[src/rtl/bmu_soft_pipe.sv]
// -----------------------------------------------------------------------------
// bmu_soft_pipe
//
// Pipelined soft-decision branch metric unit. Each accepted symbol carries
// N_OUT soft values of Q bits (0 = confident '0', 2^Q-1 = confident '1') and a
// per-value erasure mask. The unit produces one metric per codeword hypothesis
// c = 0..2^N_OUT-1, where bit j of c is the expected value of received value j.
// With Q=1 and no erasures the metrics are plain Hamming distances.
//
// Pipeline:
//   S1 registers the per-value distances to an expected '0' and an expected '1'.
//   S2 registers the summed metrics (optionally min-normalised).
//
// Valid/ready contract on both sides: a transfer happens on a rising edge where
// valid && ready are both high. A producer holding valid must keep its data
// stable until the transfer. While out_valid_o=1 and out_ready_i=0 the outputs
// bm_o and last_o hold. in_ready_o is combinational from out_ready_i.
//
// Optional build macro:
//   BMU_MIN_NORM_EN : S2 subtracts the minimum metric from every metric, so
//                     the best hypothesis always reads 0. Same latency.
//
// Ports:
//   clk_i        clock
//   rst_ni       asynchronous active-low reset
//   clr_i        synchronous flush of pipeline and symbol counter
//   in_valid_i   input symbol valid
//   in_ready_o   block can accept a symbol
//   sym_i        soft values, value j at [j*Q +: Q]
//   era_i        erasure mask, bit j = value j punctured/erased
//   last_i       end-of-frame marker travelling with the symbol
//   out_valid_o  metrics valid
//   out_ready_i  downstream accepts metrics
//   bm_o         metric for codeword c at [c*MW +: MW]
//   last_o       last_i delayed with its symbol
//   sym_cnt_o    saturating count of accepted symbols
// -----------------------------------------------------------------------------
module bmu_soft_pipe #(
    parameter int N_OUT = 2,
    parameter int Q     = 3,
    parameter int CNT_W = 16,
    localparam int NCW  = 1 << N_OUT,
    localparam int MW   = $clog2(N_OUT * ((1 << Q) - 1) + 1)
) (
    input  logic                 clk_i,
    input  logic                 rst_ni,
    input  logic                 clr_i,
    input  logic                 in_valid_i,
    output logic                 in_ready_o,
    input  logic [N_OUT*Q-1:0]   sym_i,
    input  logic [N_OUT-1:0]     era_i,
    input  logic                 last_i,
    output logic                 out_valid_o,
    input  logic                 out_ready_i,
    output logic [NCW*MW-1:0]    bm_o,
    output logic                 last_o,
    output logic [CNT_W-1:0]     sym_cnt_o
);

    // Stage 1 state: distance of each received value to an expected 0 / 1.
    logic                 s1_valid_q;
    logic                 s1_last_q;
    logic [N_OUT*Q-1:0]   d0_q, d0_d;
    logic [N_OUT*Q-1:0]   d1_q, d1_d;

    // Stage 2 state: per-hypothesis metrics.
    logic                 s2_valid_q;
    logic                 s2_last_q;
    logic [NCW*MW-1:0]    bm_q, bm_d;
    logic [NCW*MW-1:0]    bm_raw;

    logic [CNT_W-1:0]     cnt_q, cnt_d;

    logic                 s1_load;
    logic                 s2_load;
    logic                 in_fire;

    // Each stage advances when it is empty or when the stage after it advances,
    // so a stall only blocks input once both stages hold data.
    assign s2_load    = !s2_valid_q || out_ready_i;
    assign s1_load    = !s1_valid_q || s2_load;
    assign in_ready_o = s1_load && !clr_i;
    assign in_fire    = in_valid_i && in_ready_o;

    // Stage 1 distances; an erased value contributes nothing to any hypothesis.
    always_comb begin
        logic [Q-1:0] r;
        r    = '0;
        d0_d = '0;
        d1_d = '0;
        for (int j = 0; j < N_OUT; j++) begin
            r = sym_i[j*Q +: Q];
            if (!era_i[j]) begin
                d0_d[j*Q +: Q] = r;
                d1_d[j*Q +: Q] = ~r;   // (2^Q-1) - r
            end
        end
    end

    // Stage 2 sums: bit j of the hypothesis index selects the distance used
    // for received value j.
    always_comb begin
        logic [MW-1:0] acc;
        acc    = '0;
        bm_raw = '0;
        for (int c = 0; c < NCW; c++) begin
            acc = '0;
            for (int j = 0; j < N_OUT; j++) begin
                if (((c >> j) & 1) != 0) begin
                    acc = acc + MW'(d1_q[j*Q +: Q]);
                end else begin
                    acc = acc + MW'(d0_q[j*Q +: Q]);
                end
            end
            bm_raw[c*MW +: MW] = acc;
        end
    end

`ifdef BMU_MIN_NORM_EN
    // Normalise against the best hypothesis within the same cycle.
    always_comb begin
        logic [MW-1:0] bm_min;
        bm_min = bm_raw[MW-1:0];
        bm_d   = '0;
        for (int c = 1; c < NCW; c++) begin
            if (bm_raw[c*MW +: MW] < bm_min) begin
                bm_min = bm_raw[c*MW +: MW];
            end
        end
        for (int c = 0; c < NCW; c++) begin
            bm_d[c*MW +: MW] = bm_raw[c*MW +: MW] - bm_min;
        end
    end
`else
    assign bm_d = bm_raw;
`endif

    // Saturating accepted-symbol counter.
    always_comb begin
        cnt_d = cnt_q;
        if (in_fire && (cnt_q != {CNT_W{1'b1}})) begin
            cnt_d = cnt_q + CNT_W'(1);
        end
    end

    always_ff @(posedge clk_i or negedge rst_ni) begin
        if (!rst_ni) begin
            s1_valid_q <= 1'b0;
            s1_last_q  <= 1'b0;
            d0_q       <= '0;
            d1_q       <= '0;
            s2_valid_q <= 1'b0;
            s2_last_q  <= 1'b0;
            bm_q       <= '0;
            cnt_q      <= '0;
        end else if (clr_i) begin
            // Flush wins over any transfer in the same cycle.
            s1_valid_q <= 1'b0;
            s2_valid_q <= 1'b0;
            cnt_q      <= '0;
        end else begin
            if (s1_load) begin
                s1_valid_q <= in_valid_i;
                if (in_valid_i) begin
                    d0_q      <= d0_d;
                    d1_q      <= d1_d;
                    s1_last_q <= last_i;
                end
            end
            if (s2_load) begin
                s2_valid_q <= s1_valid_q;
                if (s1_valid_q) begin
                    bm_q      <= bm_d;
                    s2_last_q <= s1_last_q;
                end
            end
            cnt_q <= cnt_d;
        end
    end

    assign out_valid_o = s2_valid_q;
    assign bm_o        = bm_q;
    assign last_o      = s2_last_q;
    assign sym_cnt_o   = cnt_q;

endmodule

[config.mk]
export PLATFORM = sky130hd
export DESIGN_NAME = bmu_soft_pipe
export DESIGN_NICKNAME = d
export VERILOG_FILES = /design/src/rtl/bmu_soft_pipe.sv
export SDC_FILE = /design/constraint.sdc
export NUM_CORES = 1
export LEC_CHECK = 0
export ABC_AREA = 1
export BUFFER_PORTS_ARGS = -buffer_cell sky130_fd_sc_hd__clkbuf_2
export CORE_ASPECT_RATIO = 1.5
export CORE_MARGIN = 10
export CORE_UTILIZATION = 59
export DETAILED_ROUTE_END_ITERATION = 6
export GPL_TIMING_DRIVEN = 0
export PLACE_DENSITY = 0.84
export SYNTH_ARGS = -nofsm -noshare
export SYNTH_HDL_FRONTEND = slang
export SYNTH_SLANG_ARGS = --single-unit
[constraint.sdc]
create_clock -name clk_i -period 4.2 [get_ports clk_i]
set_clock_uncertainty 0.1 [all_clocks]
set_input_delay 0.84 -clock clk_i [delete_from_list [all_inputs] [get_ports clk_i]]
set_output_delay 0.84 -clock clk_i [all_outputs]
set_load 0.02 [all_outputs]
After elaboration in Yosys (flattened, before gate mapping)
Index checks and enable logic that the tools add are counted.

Logic and storage cells: 40. Input port bits: 14. Output and inout bits: 35. Register bits after elaboration: 48.

Reductions and logical operators: 13. Mux-type cells: 10. Equality and inequality tests: 1. Bitwise gates (word level): 3. Add/sub/neg operators: 5.

Operators with widths (count): $mux 16 (2); $add 16x1->16 const B (1); $add 3x3->4 (4); $ne 16x16->1 const B (1); $mux 3 (4); $not 3->3 (2); $reduce_and 3->1 (2); $reduce_bool 2->1 (3); $mux 1 (4); $logic_and 1x1->1 (3); $logic_not 1->1 (3); $logic_or 1x1->1 (2); $not 1->1 (1).

Longest topological paths before layout
Depth after elaboration: 8. Gate-level depth with buffers: 9. Depth with buffers taken out: 9.

Least setup slack after synthesis
No wires, ideal clock.

Kind: input -> output. Start point: input clr_i. End point: output in_ready_o. Slack: 1942 ps. Buffers on the path: 1. Data arrival time: 1318 ps. Cell stages on the path: 4. Cells stage by stage: buf_4 -> inv_1 -> nand2_1 -> inv_1.

Word-level cells in the longest chain between the ends: 2.

Ends and longest elaborated chain: from (decl) (line 47) `input logic clr_i,`; $logic_not 1->1 (line 82) `assign in_ready_o = s1_load && !clr_i;`; $logic_and 1x1->1 (line 82); to (decl) (line 49) `output logic in_ready_o,`.

Every way passes these cells.

Worst setup path in the final report
Ends and elaborated chain as after synthesis.

==> impl_summary.log <==
INFO  metric outcome = finished clean
INFO  metric regToRegStartpoint = sym_cnt_o[0]$_DFFE_PN0P_
INFO  metric critical_path_arrival = 1.50 ns
INFO  metric min_from = bm_o[5]$_DFFE_PN0P_
INFO  metric layout_min_cycle_time = between 2 and 2.5 ns
INFO  metric drc_errors = 0
INFO  metric clkSlewWorstSetupHoldPaths = about 0.090 ns
INFO  metric cts-hold-fix-buffers = 0
INFO  metric synthesis.nets = 333
INFO  metric gr-usage-all-layers = 0.163
INFO  metric detailedRoute.firstPassIterationCount = 4
INFO  metric routed_wirelength = 5910 um
INFO  metric drt.antenna.violating_nets = 0
INFO  metric p_total = between 1 and 1.5 mW
INFO  metric vdd_ir_drop_max = 0.000399 V
INFO  metric worstHoldEndpoint = bm_o[5]$_DFFE_PN0P_
INFO  metric hpwl = 4650 um
INFO  metric register_area_share_after_synthesis = 0.462
INFO  metric cellLeakagePower = 1.62 nW
INFO  metric synthCells = ~300
INFO  metric synth_cell_type_count = 27
INFO  metric floorplan.die_area = ~7500 um2
INFO  metric netlist_top_cells_area = dfrtp_1, nand2_1, ha_1, inv_1, nand3_1
INFO  metric syn2layout_area_growth = 15.5%
INFO  metric finalNetCount = between 300 and 400
INFO  metric routed_via_density = around 5.3
INFO  metric worst_hold_slack = roughly 0.38 ns
INFO  metric final_hold_viol_count = 0
INFO  metric core = 4250 um2
INFO  metric ys_ff_latch = 48
INFO  metric critical_path_source_type = input port
INFO  metric tightest_slew = 1.16 ns
INFO  metric max_clock_freq = 0.410 GHz
INFO  metric cts_root_buf = clkbuf_8
INFO  metric worst_hold_path.num_cells = 2
INFO  metric combinationalPowerShare = 0.219
INFO  metric worstSetupPathType = in2out
INFO  metric h-tree-depth = 2
INFO  metric synth.cell_area = 2600 um2
INFO  metric maxCapViolations = 0
INFO  metric switching_share = 0.315
INFO  metric post-cts-setup-buffer-count = 0
INFO  metric synth_top_area_share = 0.462
INFO  metric synth_top_cell_by_area = dfrtp_1
INFO  metric worst_reg_to_reg_cells = 9
INFO  metric cts.repair.resized = 0
INFO  metric dieWidth = between 70 and 80 um
INFO  metric layoutNonFillerInstCount = between 400 and 500
INFO  metric initial_core_util = 0.613
INFO  metric grt_remaining_overflow = 0
INFO  metric tritoncts = yes
INFO  metric timing.max_slew.rel_slack = 0.226
INFO  metric num_antenna_cells = 0
INFO  metric hold_path.class = reg2reg
INFO  metric crit_path_cell_trace = buf_4 > inv_1 > nand2_1 > inv_1 > clkbuf_2
INFO  metric cts_max_path_buffers = 2
INFO  metric timing.critical_path.slowest_cell_delay = between 0.15 and 0.2 ns
INFO  metric cpMostUsedCell = inv_1
INFO  metric die_height = between 100 and 150 um
INFO  metric cpMaxStageDelayCell = inv_1
INFO  metric drive_gt1_frac = 0.207
INFO  metric final.fill_count = 372
INFO  metric first_iter_violations = between 100 and 150
INFO  metric power.share.sequential = 0.488
INFO  metric yosys_warnings = 0
INFO  metric endpoint_kind = output port
INFO  metric final-setup-viol-count = 0
INFO  metric synth_top_flop_cell = dfrtp_1
INFO  metric routabilityCongestion = ~0.9
INFO  metric routed-via-count = 2,149
INFO  metric final_max_slew_viol_count = 0
INFO  metric regToRegEndpoint = sym_cnt_o[13]$_DFFE_PN0P_
INFO  metric first_global_vias = 2,218
INFO  metric final_min_period_over_clock_period = 0.581
INFO  metric synth_area_per_cell = around 8.6 um2
INFO  metric power_density = 382 nW/um2
INFO  metric ff2ff_setup_slack = about 2.5 ns
INFO  metric rsz0062_at_grt = false
INFO  metric cts.sink_count = 48
INFO  metric grt_start_max_net_pins = 49
INFO  metric final_sum_of_negative_setup_slack = 0 ns
INFO  metric antenna_found_initial = 0
INFO  metric intPower = 787 uW
INFO  metric portBuffers = 47
INFO  metric cell_count_post_placement = 395
INFO  metric most_instantiated_library_cell_after_synthesis = nand2_1
INFO  metric boundaryPins = 49
INFO  metric power.clock.fraction = 0.293
INFO  metric path_max_fanout = 7
INFO  metric wire_per_inst = roughly 15 um
INFO  metric cp.required = around 3.3 ns
INFO  metric power.net_switching = 362 uW
INFO  metric clock_insertion_delay_worst_skew = ~0.31 ns
INFO  metric rows = 29
INFO  metric async_reset_ff_frac = 1.00
INFO  metric cts-buffers-inserted = 5
INFO  metric synth_edf_count = 0
INFO  metric yosys-top-cells-count = nand2_1, dfrtp_1, inv_1
INFO  metric grt_pass1_wl = 9760 um
[state kept, by name, indices dropped and copies added (netlist names)]
| signal | cells |
|---|---|
| bm_o | 16 |
| d0_q | 6 |
| d1_q | 6 |
| last_o | 1 |
| out_valid_o | 1 |
| s1_last_q | 1 |
| s1_valid_q | 1 |
| sym_cnt_o | 16 |
[metal layers]
| metal | vias up | track usage | share of wire |
|---|---|---|---|
| met4 | 0 | 0.0791 | 0.032 |
| met3 | 13 | 0.0362 | 0.050 |
| met1 | 997 | 0.160 | 0.38 |
| met2 | 54 | 0.307 | 0.54 |
| met5 | - | 0 | 0 |
| li1 | 1085 | - | - |
[power by group through the flow]
stage	combinational [mW]	clock, mW	sequential (mW)
3_5_place_dp	0.255	0	0.570
3_3_place_gp	0.248	0	0.566
5_1_grt	0.280	0.354	0.571
6_report	0.252	0.337	0.560
2_1_floorplan	0.107	0	0.620
4_1_cts	0.257	0.337	0.561
[layout make-up]
cell class                 instances  area (um2)  area share
buffer                             6        37.5      0.0125
timing repair buffer              47         235      0.0783
multi-input combinational        217        1250       0.415
inverter                          31         116      0.0387
clock inverter                     3        42.5      0.0142
sequential                        48        1200       0.400
tap                               46        57.6      0.0192
clock buffer                       5        68.8      0.0229
[cells in the final DEF, fill, tap and decap left out, types with 2 or more instances in the layout]
master,netlist,routed
inv_1,31,31
nand3_1,18,18
xor2_1,2,2
buf_2,3,3
nor2_8,2,2
xnor2_1,4,4
a31oi_1,4,4
o31ai_1,11,11
nor2_2,2,2
nand3_2,3,3
o21ai_1,7,7
dfrtp_1,48,48
nand2_4,2,2
fa_1,4,4
ha_1,13,13
nor2_1,19,19
nand4_1,7,7
nand2_1,99,99
nand2_2,2,2
clkbuf_2,0,47
nor2_4,3,3
a21oi_1,6,6
o21ai_0,7,7
clkbuf_8,0,5
[how the worst max path moves through the flow]
stage / start / endpoint / slack (ns) / depth (start not counted)
finish: clr_i / in_ready_o / 1.76 / 5
global route: out_ready_i / in_ready_o / 1.73 / 6
CTS: clr_i / in_ready_o / 1.75 / 5
detailed placement: clr_i / in_ready_o / 1.77 / 5
global placement: clr_i / in_ready_o / 1.77 / 5
floorplan: clr_i / in_ready_o / 1.94 / 4
[logic make-up after synthesis]
kind of cell	after synthesis	share of synthesized area
compound gates	36	0.0827
xor+xnor	6	0.0202
fa+ha+maj	17	0.0933
buf+inv	37	0.0592
flops	48	0.462
simple gates	158	0.283
[per-stage QoR]
stage | utilization | setup WS [ns] | cell area (um2)
CTS | 0.708 | 1.75 | 3010
global placement | 0.682 | 1.77 | 2890
global route | 0.708 | 1.73 | 3010
finish | 0.708 | 1.76 | 3010
detailed placement | 0.682 | 1.77 | 2890
floorplan | - | 1.94 | 2600
[worst max-delay path, delay by kind of cell]
family | cells | cell delay, ns
buffers and inverters | 4 | 0.56
AND/OR/NAND/NOR | 1 | 0.10
No activity file was read; power rests on OpenSTA's default activity.
